File: src/rtl/upower_pkg.sv
// upower_pkg: shared types and field bounds for the fetch/issue front end.
//   state_t  : fetch FSM state (IDLE, RUN, DRAIN)
//   INSTR_W  : instruction word width
//   OP_HI/LO : primary opcode field bounds inside an instruction word
package upower_pkg;

    typedef enum logic [1:0] {
        IDLE  = 2'd0,
        RUN   = 2'd1,
        DRAIN = 2'd2
    } state_t;

    localparam int INSTR_W = 32;
    localparam int OP_HI   = 31;
    localparam int OP_LO   = 26;

endpackage

File: src/rtl/fetch_fifo.sv
// fetch_fifo: instruction queue, synchronous write, combinational head read.
//   clk, reset : clock, asynchronous active-high reset
//   flush      : empty the queue (wins over push/pop)
//   push, din  : enqueue din
//   pop        : drop the head entry
//   dout       : current head entry
//   count      : occupancy (0..DEPTH)
//   empty      : occupancy is zero
module fetch_fifo #(
    parameter int DEPTH = 4,
    parameter int W     = 96
) (
    input  logic                     clk,
    input  logic                     reset,
    input  logic                     flush,
    input  logic                     push,
    input  logic                     pop,
    input  logic [W-1:0]             din,
    output logic [W-1:0]             dout,
    output logic [$clog2(DEPTH):0]   count,
    output logic                     empty
);

    localparam int AW = $clog2(DEPTH);

    logic [W-1:0]  mem [DEPTH];
    logic [AW-1:0] wr;
    logic [AW-1:0] rd;

    always_ff @(posedge clk) begin
        if (push)
            mem[wr] <= din;
    end

    // Pointers are exactly log2(DEPTH) bits wide, so they wrap modulo DEPTH.
    always_ff @(posedge clk or posedge reset) begin
        if (reset) begin
            wr    <= '0;
            rd    <= '0;
            count <= '0;
        end else if (flush) begin
            wr    <= '0;
            rd    <= '0;
            count <= '0;
        end else begin
            if (push)
                wr <= wr + AW'(1);
            if (pop)
                rd <= rd + AW'(1);
            count <= count + (AW+1)'(push) - (AW+1)'(pop);
        end
    end

    assign dout  = mem[rd];
    assign empty = (count == '0);

endmodule

File: src/rtl/fetch_issue_unit.sv
// fetch_issue_unit: in-order instruction fetch with a small issue queue and redirect drain.
//   clk, reset      : clock, asynchronous active-high reset
//   start           : leave IDLE and begin fetching
//   imem_req/addr   : fetch request and word-aligned address; imem_gnt accepts it
//   imem_rvalid/rdata : in-order fetch response
//   issue_valid/ready : handshake towards decode; issue_instr/opcode/pc describe the head
//   redirect_valid/pc : flush and refetch from redirect_pc
// Build option: define FETCH_BYPASS_EN to let a response issue in its arrival cycle
// when the queue is empty.
module fetch_issue_unit
    import upower_pkg::*;
#(
    parameter int              DEPTH    = 4,
    parameter int              PC_W     = 64,
    parameter logic [PC_W-1:0] RESET_PC = '0
) (
    input  logic                clk,
    input  logic                reset,
    input  logic                start,
    output logic                imem_req,
    output logic [PC_W-1:0]     imem_addr,
    input  logic                imem_gnt,
    input  logic                imem_rvalid,
    input  logic [INSTR_W-1:0]  imem_rdata,
    output logic                issue_valid,
    input  logic                issue_ready,
    output logic [INSTR_W-1:0]  issue_instr,
    output logic [5:0]          issue_opcode,
    output logic [PC_W-1:0]     issue_pc,
    input  logic                redirect_valid,
    input  logic [PC_W-1:0]     redirect_pc
);

    localparam int              CW     = $clog2(DEPTH) + 1;
    localparam logic [PC_W-1:0] PC_INC = PC_W'(4);

    state_t                    state;
    state_t                    state_nx;
    logic [PC_W-1:0]           pc;
    logic [PC_W-1:0]           rsp_pc;
    logic [CW-1:0]             outstanding;
    logic [CW-1:0]             stale;
    logic [CW-1:0]             count;
    logic                      empty;
    logic                      redir;
    logic                      fire;
    logic                      rsp_any;
    logic                      rsp_ok;
    logic                      bypass;
    logic                      push;
    logic                      pop;
    logic [PC_W+INSTR_W-1:0]   head;
    logic [PC_W+INSTR_W-1:0]   cur;

    // A redirect only matters once fetching has started.
    assign redir   = redirect_valid && (state != IDLE);
    assign fire    = imem_req && imem_gnt;
    // Any response to a request of ours; after reset nothing is outstanding, so late ones are ignored.
    assign rsp_any = imem_rvalid && (outstanding != '0);
    // Responses are kept only when no flush is pending or happening.
    assign rsp_ok  = rsp_any && (state == RUN) && (stale == '0) && !redir;

`ifdef FETCH_BYPASS_EN
    assign bypass = rsp_ok && empty;
`else
    assign bypass = 1'b0;
`endif

    // A bypassed response that decode takes right away never enters the queue.
    assign push = rsp_ok && !(bypass && issue_ready);
    assign pop  = issue_valid && issue_ready && !empty;

    fetch_fifo #(
        .DEPTH (DEPTH),
        .W     (PC_W + INSTR_W)
    ) u_fifo (
        .clk   (clk),
        .reset (reset),
        .flush (redir),
        .push  (push),
        .pop   (pop),
        .din   ({rsp_pc, imem_rdata}),
        .dout  (head),
        .count (count),
        .empty (empty)
    );

    always_ff @(posedge clk or posedge reset) begin
        if (reset)
            state <= IDLE;
        else
            state <= state_nx;
    end

    // DRAIN also exits when nothing stale is left, covering a redirect whose
    // only outstanding response arrived in the redirect cycle itself.
    always_comb begin
        state_nx = state;
        if (state == IDLE && start)
            state_nx = RUN;
        else if (state == RUN && redirect_valid && outstanding != '0)
            state_nx = DRAIN;
        else if (state == DRAIN && (stale == '0 || (stale == CW'(1) && imem_rvalid)))
            state_nx = RUN;
    end

    // Queued plus in-flight requests never exceed DEPTH, which reserves a slot
    // for every response before it is requested.
    always_comb begin
        imem_req     = (state == RUN) && !redirect_valid &&
                       (({1'b0, count} + {1'b0, outstanding}) < (CW+1)'(DEPTH));
        imem_addr    = pc;
        issue_valid  = (!empty || bypass) && (state != DRAIN);
        cur          = empty ? {rsp_pc, imem_rdata} : head;
        issue_instr  = issue_valid ? cur[INSTR_W-1:0] : '0;
        issue_pc     = issue_valid ? cur[PC_W+INSTR_W-1:INSTR_W] : '0;
        issue_opcode = issue_instr[OP_HI:OP_LO];
    end

    always_ff @(posedge clk or posedge reset) begin
        if (reset) begin
            pc          <= RESET_PC;
            rsp_pc      <= RESET_PC;
            outstanding <= '0;
            stale       <= '0;
        end else begin
            outstanding <= outstanding + CW'(fire) - CW'(rsp_any);
            if (redir) begin
                pc     <= redirect_pc;
                rsp_pc <= redirect_pc;
                stale  <= outstanding - CW'(rsp_any);
            end else begin
                if (fire)
                    pc <= pc + PC_INC;
                if (rsp_ok)
                    rsp_pc <= rsp_pc + PC_INC;
                if (stale != '0 && imem_rvalid)
                    stale <= stale - CW'(1);
            end
        end
    end

endmodule
File: config.mk
export PLATFORM = sky130hd
export DESIGN_NAME = fetch_issue_unit
export DESIGN_NICKNAME = d
export VERILOG_FILES = /design/src/rtl/upower_pkg.sv /design/src/rtl/fetch_fifo.sv /design/src/rtl/fetch_issue_unit.sv
export SDC_FILE = /design/constraint.sdc
export NUM_CORES = 1
export LEC_CHECK = 0
export CORE_UTILIZATION = 40
export DETAILED_ROUTE_END_ITERATION = 10
export PLACE_DENSITY = 0.57
export REMOVE_ABC_BUFFERS = 1
export SETUP_SLACK_MARGIN = 0.2
export SYNTH_ARGS = -nofsm -noshare
export SYNTH_HDL_FRONTEND = slang
export SYNTH_SLANG_ARGS = --single-unit
File: constraint.sdc
create_clock -name clk -period 6.1 [get_ports clk]
set_clock_uncertainty 0.15 [all_clocks]
set_input_delay 0.915 -clock clk [delete_from_list [all_inputs] [get_ports clk]]
set_output_delay 0.915 -clock clk [all_outputs]
set_load 0.01 [all_outputs]
* Word-level counts from Yosys, hierarchy flattened
Memories as Yosys holds them, arrays and structs flattened.
Index checks and enable logic that the tools add are counted.
W data, S select, Z words.
** Cells by class
- Multiplexer cells :: 19
- Shift operators :: 0
- Divide/modulo/power cells :: 0
- Multiply operators :: 0
- Reductions and logical operators :: 32
- Add/sub/neg operators :: 11
- Equal/unequal tests :: 4
- Bitwise logic cells :: 0
- $lt $le $gt $ge :: 1
** Operator list (count)
- $mux W64 :: 5
- $add A64 B3 Y64 const B :: 2
- $mux W96 :: 1
- $mux W32 :: 1
- $logic_and A1 B1 Y1 :: 17
- $mux W2 :: 7
- $reduce_bool A2 Y1 :: 5
- $mux W3 :: 3
- $reduce_bool A3 Y1 :: 3
- $sub A3 B1 Y3 :: 3
- $add A3 B1 Y3 :: 2
- $logic_not A3 Y1 :: 2
- $add A2 B1 Y2 const B :: 2
- $add A3 B3 Y4 :: 1
- $lt A4 B3 Y1 const B :: 1
- $eq A3 B1 Y1 const B :: 1
- $logic_not A1 Y1 :: 3
- $sub A3 B1 Y3 const B :: 1
- $eq A2 B1 Y1 const B :: 1
- $eq A2 B2 Y1 const B :: 1
- $logic_not A2 Y1 :: 1
- $mux W1 :: 2
- $ne A2 B2 Y1 const B :: 1
- $logic_or A1 B1 Y1 :: 1
** Word-level totals
- Latch bits :: 0
- Output and inout bits :: 168
- Memory bits (writable) :: 384
- Memory bits (read-only) :: 0
- Bits of input ports :: 103
- Memories kept :: 1
- Register bits after elaboration :: 143
** Memory list
- u_fifo.mem :: words 4, bits a word 96, rd ports 1, clocked after memory_dff 0, write ports 1, line fetch_fifo.sv:26 : logic [W-1:0] mem [DEPTH];

* Logic depth before layout (Yosys ltp)
Gate-level depths: netlist of the first run.
- Word-level depth :: 8
- Mapped depth :: 11
- Mapped depth without buffers :: 11

* By module
From an unflattened synthesis of the first run, not the netlist that was laid out.
** Second synthesis, totals
- Cells, all modules :: 1608
- Area total of the unflattened synthesis :: 23221.0 sq um
** By module, submodules not included
- fetch_fifo :: sequential area each 11706.2 sq um, cells an instance 540, area each 14264.9 sq um, times used 1
- fetch_issue_unit :: sequential area each 3403.3 sq um, cells an instance 1068, area each 8956.1 sq um, times used 1

* Least setup slack after synthesis of the first run
Ideal clock, no wire load.
- Kind :: input to register
- From :: in imem_rvalid
- To :: mem u_fifo.mem[0][0] (enable)
- Path buffers :: 0
- Path slack :: 1641 ps
- Cell stages on the path :: 3
- Arrival time :: 3843 ps
- Path through :: nand3b_1 > nor4_1 > and2_1
** On the way
- Longest elaborated chain between the ends :: 6
** Ends and longest elaborated chain
- from (decl) :: line fetch_issue_unit.sv:23 : input logic imem_rvalid,
- $logic_and A1 B1 Y1 :: line fetch_issue_unit.sv:59 : assign rsp_any = imem_rvalid && (outstanding != '0);
- $logic_and A1 B1 Y1 (3 in a row) :: line fetch_issue_unit.sv:61 : assign rsp_ok = rsp_any && (state == RUN) && (stale == '0) && !redir;
- $mux W1 :: line fetch_fifo.sv:31 : if (push)
- $mux W1 (implied by the code) :: line fetch_fifo.sv:32 : mem[wr] <= din;
- to (decl) :: line fetch_fifo.sv:26
No other way between the ends.

* Worst setup path in the final report of the first run
- From :: reg u_fifo.rd[0]
- To :: out issue_pc[9]
** On the way
- Longest elaborated chain between the ends :: 3
** Ends and longest elaborated chain
- from (decl) :: line fetch_fifo.sv:28 : logic [AW-1:0] rd;
- from (signal assigned) :: line fetch_fifo.sv:49 : rd <= rd + AW'(1);
- $mem_v2 Z4 W96
- $mux W96 :: line fetch_issue_unit.sv:114 : cur = empty ? {rsp_pc, imem_rdata} : head;
- $mux W64 :: line fetch_issue_unit.sv:116 : issue_pc = issue_valid ? cur[PC_W+INSTR_W-1:INSTR_W] : '0;
- to (decl) :: line fetch_issue_unit.sv:29 : output logic [PC_W-1:0] issue_pc,
No other way between the ends.

==> results of run 1 <==
## power by group through the flow
stage	clock network, uW	registers [uW]	logic [uW]
finish	3280	5120	3730
global route	3470	5210	4050
CTS	3340	5120	3800
detailed placement	0	5190	3780
global placement	0	5160	3750
floorplan	0	5040	2000
## layout make-up
class	instances	area, um^2	area share
multi-input combinational	990	7711	0.2699
sequential	527	15120	0.5291
inverter	23	91.34	0.003197
clock inverter	29	284.0	0.009941
timing repair buffer	293	2938	0.1028
tap	756	945.9	0.03311
clock buffer	74	1479	0.05176
antenna	2	5.005	0.0001752
## routing by layer
metal / wire length, um / GRT usage / up-vias / share of wire
li1: - / - / 6896 / -
met1: 28060 / 0.3054 / 7801 / 0.43
met2: 31540 / 0.3587 / 541 / 0.48
met3: 4015 / 0.03549 / 109 / 0.061
met4: 2152 / 0.08195 / 0 / 0.033
met5: 0 / 0 / - / 0
## worst min-delay path by stage
stage                 startpoint                end  slack (ns)
floorplan              rsp_pc[0]  u_fifo.mem[0][32]        0.33
global placement    imem_addr[1]       imem_addr[1]        0.32
detailed placement  imem_addr[1]       imem_addr[1]        0.34
CTS                 imem_addr[1]       imem_addr[1]        0.36
global route        imem_addr[0]       imem_addr[0]        0.37
finish              imem_addr[0]       imem_addr[0]        0.35
## synth_stat cells, types with 4 or more instances
master    count
ha_1         17
nor3_1       35
and3_1       20
buf_1        15
and4_1       22
nand4_1      61
buf_2         4
a31oi_1      34
xnor2_1      28
inv_1        23
o21ai_0      23
nand3_1      75
nand4b_1      4
xor2_1       34
o31ai_1      13
and2_1      115
nor4_1       22
dfrtp_1     143
clkbuf_1     53
o211ai_1     26
or3_1        28
a221o_1       4
edfxtp_1    384
buf_4         6
or4_1        33
a21oi_1      59
nand2_1     100
mux4_2       96
or2_2         4
o311a_1       5
nor2_1       84
## flip-flops by register name, indices dropped and copies added (netlist names)
| signal | count |
|---|---|
| u_fifo.mem | 384 |
| imem_addr | 64 |
| rsp_pc | 64 |
| outstanding | 3 |
| stale | 3 |
| u_fifo.count | 3 |
| state | 2 |
| u_fifo.rd | 2 |
| u_fifo.wr | 2 |
## kinds of logic after synthesis
group | count (synthesis)
AO/OA/AOI/OAI | 181
XOR/XNOR | 62
adder cells (fa/ha/maj) | 19
buffers and inverters | 102
flip-flops | 527
multiplexers | 98
AND/OR/NAND/NOR | 630
## per-stage QoR
step,power (uW),setup TNS (ns)
2_1_floorplan,7046,-634.83
3_3_place_gp,8905,0
3_5_place_dp,8966,0
4_1_cts,12260,0
5_1_grt,12720,0
6_report,12130,0
## critical path: cells and delay by family, from the launching register on
kind | cells | cell delay [ns]
and+or+nand+nor | 1 | 0.20
buffers and inverters | 2 | 1.10
DFF | 1 | 0.93
muxes | 1 | 0.57
==> summary.md, run 1 <==
| Metric | Value |
|---|---|
| Async S/R FF share, synth | `0.2713` |
| Seq pwr share | `0.422` |
| PnR worst setup slack | `1.610 ns` |
| CTS clk-pin slew, worst paths | `0.06 ns` |
| Number of global-route vias before repair | `~15000` |
| Slew HR | `0.1848` |
| Hold Path Cell Cnt | `2` |
| Final setup viols | `0` |
| Mux contribution to synthesized area | `0.09405` |
| Placed cell count | `2589` |
| Post-Synthesis Cells | `roughly 1600` |
| Number of setup buffers added after CTS | `0` |
| Hold_ws | `0.3503 ns` |
| Clock share of power | `0.270` |
| Dpl ws | `approximately 1.6 ns` |
| Post-synth top area share | `0.4970` |
| Die outline area | `just under 0.06 mm^2` |
| Total track usage | `0.2228` |
| Die W | `about 240 um` |
| Clock Path Buffers | `3` |
| Slowest cell on crit path | `dfrtp_4` |
| Die height | `about 240 um` |
| Area of the core | `approximately 0.057 mm^2` |
| Hold Path Class | `flip-flop to flip-flop` |
| Routability cong. | `about 0.84` |
| CP peak stage delay | `around 0.93 ns` |
| # clock sinks | `527` |
| Number of synthesized flops with an enable pin | `384` |
| Final core utilization | `0.5028` |
| # port buffers | `270` |
| Layout Cells excl Fill | `between 2000 and 3000` |
| Fin crit share | `0.7361` |
| Worst EP required | `5.03 ns` |
| Post-synthesis sequential area ratio | `0.6512` |
| Worst Path Class, Setup | `flip-flop to primary output` |
| TritonCTS Buffers | `55` |
| Vias/cell | `approximately 5.7` |
| Nets | `2012` |
| Main synth FF type | `edfxtp_1` |
| CP Capture Type | `primary output` |
| Flop-to-flop setup slack | `2.38 ns` |
| Dominant cells by area after synthesis | `edfxtp_1, dfrtp_1, mux4_2` |
| Initial Util | `0.4083` |
| Crit path launch | `u_fifo.rd[0]` |
| Share of layout cells above drive strength 1 | `0.1147` |
| RSZ-0062 raised after global routing | `false` |
| GRT Residual Overflow | `0` |
| Commonest non-fill, non-tap cell in the layout | `edfxtp_1` |
| Fill count | `about 4900` |
| Cell area after layout | `0.02857 mm^2` |
| Area of placed instances | `roughly 0.027 mm^2` |
| Via count | `about 15000` |
| Worst path arrival time | `~3.4 ns` |
| Leakage | `approximately 0.0094 uW` |
| DP Wirelength | `around 45000 um` |
| Clock root cell | `clkbuf_16` |
| Top cell type by total area after synthesis | `edfxtp_1` |
| NetSw | `~4000 uW` |
| Post-Route WL | `approximately 66000 um` |
| Worst vdd rail ir drop | `roughly 0.25 mV` |
| Syn Area/Cell | `roughly 14 um^2` |
| Worst R2R Path Depth | `5` |
| H-tree depth | `2` |
| Post-DRT Antenna Nets | `0` |
| FF-to-FF Start | `imem_addr[22]` |
| Critical path endpoint | `issue_pc[9]` |
| Wire per inst | `24.41 um` |
| Initial DRC Count | `roughly 1200` |
| Clk_lat worst skew | `around 0.6 ns` |
| # rows | `87` |
| Cell-internal power | `8146 uW` |
| Final hold vios | `0` |
| Tightest Pin Transition | `1.213 ns` |
| # Max-Cap Violations | `0` |
| CTS tree | `built` |
| Synthesized area | `0.02320 mm^2` |
| Startpoint type of the worst setup path | `flip-flop` |
| Final Max Slew Viols | `0` |
| Outcome | `completed` |
| # DRC | `0` |
| Post-CTS Resized | `0` |
| Largest family of logic cells by synthesized area | `simple AND/OR/NAND/NOR gates` |
| Combinational Power Share | `0.307` |
| Adder-cell share of the synthesized area | `0.01089` |
| # IOs | `271` |
| RR Endpoint | `imem_addr[61]` |
| First-pass GRT wire length | `~99000 um` |
| Worst Path Max Fanout | `35` |
| Area share of and/or/nand/nor cells after synthesis | `0.1531` |
| P per Cell Area | `424.6 mW/mm^2` |
| 1st-pass router iterations | `5` |
| Synth Warn # | `0` |
| XOR/XNOR Fraction of Synth Area | `0.02340` |
| #FFs+latches synth | `about 530` |
| Distinct cells, synth | `60` |
| Compound-gate portion of the synthesized area | `0.04956` |
| Sw frac | `0.3285` |
| Largest net degree at the start of global routing | `between 100 and 150` |
| Min Tclk post-route | `4.490 ns` |
| Hold buffers post-CTS | `0` |
| Area Growth Syn to Fin | `23.14%` |
| Commonest non-fill, non-tap cells in the layout | `edfxtp_1, clkdlybuf4s50_1, dfrtp_1` |
| Worst path cell trace | `buf_4, mux4_2, and2_1, clkdlybuf4s50_1` |
| Initial antenna violation count | `1` |
| Fmax | `between 200 and 250 MHz` |
Power figures use the tool's default switching activity.
==> run 2: changes to the inputs <==
clock period = 4.5 ns   (was 6.1 ns; I/O delays follow)
==> run 2 against run 1 <==
Against the previous run: sequential cell count unchanged; clock power increased by 35%; sequential share of layout area decreased by 0.54 points; sequential power increased by 35%; via count increased by 2.0%; design area increased by 1.0%; non-clock buffer count increased by 22; routed wire length decreased by 0.22%; first-iteration DRC count about the same; critical endpoint is now issue_pc[26]; largest cell class unchanged.
==> summary.md, run 2 (synthesized netlist as in run 1, its figures left out) <==
| Metric | Value |
|---|---|
| Final hold vios | `0 (unchanged)` |
| Largest reg by FF count | `u_fifo.mem` |
| Startpoint type of the worst setup path | `flip-flop` |
| CTS clk-pin slew, worst paths | `0.06 ns (about the same)` |
| Worst Path Class, Setup | `flip-flop to primary output` |
| Initial antenna violation count | `1 (unchanged)` |
| Slowest cell on crit path | `clkdlybuf4s50_1` |
| Final Max Slew Viols | `0 (unchanged)` |
| CP Capture Type | `primary output` |
| # DRC | `0 (unchanged)` |
| Post-DRT Antenna Nets | `0 (unchanged)` |
| Worst Path Max Fanout | `60 (+71%)` |
| Worst EP required | `3.67 ns (-1.36 ns)` |
| Hold buffers post-CTS | `0 (unchanged)` |
| Worst vdd rail ir drop | `0.3329 mV (+32%)` |
| First-pass GRT wire length | `99080 um (+0.35%)` |
| Hold_ws | `0.3386 ns (-0.01165 ns)` |
| Die W | `242.8 um (unchanged)` |
| 1st-pass router iterations | `5 (unchanged)` |
| Fmax | `~270 MHz` |
| TritonCTS Buffers | `56 (+1.8%)` |
| Commonest non-fill, non-tap cell in the layout | `edfxtp_1` |
| GRT Residual Overflow | `0 (unchanged)` |
| Largest register FFs | `384 (unchanged)` |
| Hold Path Cell Cnt | `2 (unchanged)` |
| Layout Cells excl Fill | `2716 (+0.82%)` |
| Clk_lat worst skew | `0.62 ns (about the same)` |
| Die height | `242.8 um (unchanged)` |
| Worst path arrival time | `2.88 ns (-0.55 ns)` |
| # port buffers | `270 (unchanged)` |
| H-tree depth | `2 (unchanged)` |
| # clock sinks | `527 (unchanged)` |
| Min Tclk post-route | `3.701 ns` |
| Post-CTS Resized | `0 (unchanged)` |
| Vias/cell | `5.766 (+1.2%)` |
| RSZ-0062 raised after global routing | `false` |
| Commonest non-fill, non-tap cells in the layout | `edfxtp_1, clkdlybuf4s50_1, dfrtp_1` |
| Nets | `2035 (+1.1%)` |
| CTS tree | `built` |
| Area of the core | `0.05682 mm^2 (unchanged)` |
| Routability cong. | `0.8750 (+3.6%)` |
| Share of layout cells above drive strength 1 | `0.1266 (+0.01193)` |
| Clock root cell | `clkbuf_16` |
| Worst R2R Path Depth | `6 (+1)` |
| Die outline area | `0.05897 mm^2 (unchanged)` |
| Post-Route WL | `65620 um (-0.22%)` |
| Largest net degree at the start of global routing | `85 (-37%)` |
| # rows | `87 (unchanged)` |
| Total track usage | `0.2215 (-0.001280)` |
| Number of setup buffers added after CTS | `0 (unchanged)` |
| Placed cell count | `2611 (+0.85%)` |
| Final core utilization | `0.5080 (+0.005174)` |
| WP buf/inv | `2 (unchanged)` |
| Hold Path Class | `flip-flop to flip-flop` |
| CP peak stage delay | `0.62 ns (-0.31 ns)` |
| P per Cell Area | `572.1 mW/mm^2 (+35%)` |
| WP depth | `5 (+1)` |
| Fin crit share | `0.8225` |
| Initial Util | `0.4083 (unchanged)` |
| # Max-Cap Violations | `0 (unchanged)` |
| Fill count | `4901 (+0.25%)` |
| Final setup viols | `0 (unchanged)` |
| Tot Pwr | `16510 uW (+36%)` |
| Slew HR | `0.4163 (+0.2315)` |
| # IOs | `271 (unchanged)` |
| Clock Path Buffers | `3 (unchanged)` |
| Initial DRC Count | `1193 (+0.084%)` |
| Via count | `15660 (+2.0%)` |
| CP delay by family, top | `buffers and inverters` |
| Wire per inst | `24.16 um (-1.0%)` |
| DP Wirelength | `44400 um (-1.2%)` |
| Area Growth Syn to Fin | `24.41%` |
| Leakage | `0.009535 uW (+1.8%)` |
| Outcome | `completed` |
| Worst path cell trace | `nand2b_1, o31a_2, buf_4, and2_1, clkdlybuf4s50_1` |
| Number of global-route vias before repair | `15710 (+2.2%)` |
| Tightest Pin Transition | `0.8688 ns (-0.3446 ns)` |
## run 2: per-stage QoR
| step | setup TNS (ns) | setup WS, ns | area, um^2 |
|---|---|---|---|
| after floorplan | -962.70 | -7.501 | 22880 |
| after CTS | 0 | 0.7187 | 28860 |
| final | 0 | 0.7988 | 28870 |
| after global routing | 0 | 0.6296 | 28870 |
| after global placement | 0 | 0.7436 | 27090 |
| after detailed placement | 0 | 0.6876 | 27090 |
## run 2: cell type report
class,instances,area (um^2),area share
antenna,1,2.502,0.00008669
clock buffer,78,1567,0.05427
clock inverter,26,202.7,0.007022
inverter,23,91.34,0.003164
multi-input combinational,990,7711,0.2671
sequential,527,15120,0.5237
tap,756,945.9,0.03277
timing repair buffer,315,3228,0.1118
## run 2: per-layer routing
| layer | vias to the layer above | global-route usage | share of wire |
|---|---|---|---|
| met3 | 136 | 0.03129 | 0.058 |
| met2 | 573 | 0.3561 | 0.48 |
| met5 | - | 0 | 0 |
| li1 | 6932 | - | - |
| met1 | 8020 | 0.3051 | 0.43 |
| met4 | 0 | 0.08528 | 0.036 |
## run 2: power by group
part / total (uW) / internal, uW / leakage, uW / switching [uW]
clock network: 4440 / 2540 / 0.000869 / 1900
registers: 6900 / 5900 / 0.00506 / 999
logic: 5180 / 2640 / 0.00361 / 2540
total: 16500 / 11100 / 0.00953 / 5430
## run 2: worst paths after layout
path	startpoint	to	slack, ns
min in group asynchronous	reset	imem_addr[53]	0.39
min	imem_addr[1]	imem_addr[1]	0.34
max in group asynchronous	reset	imem_addr[19]	2.72
max	state[0]	issue_pc[26]	0.80
min reg2reg	imem_addr[1]	imem_addr[1]	0.34
max reg2reg	outstanding[1]	imem_addr[54]	1.22
## run 2: worst min-delay path: stages, from the launching register on
cell and delay, ns:
dfrtp_1 0.35, nand2_1 0.05, nand2_1 0.06
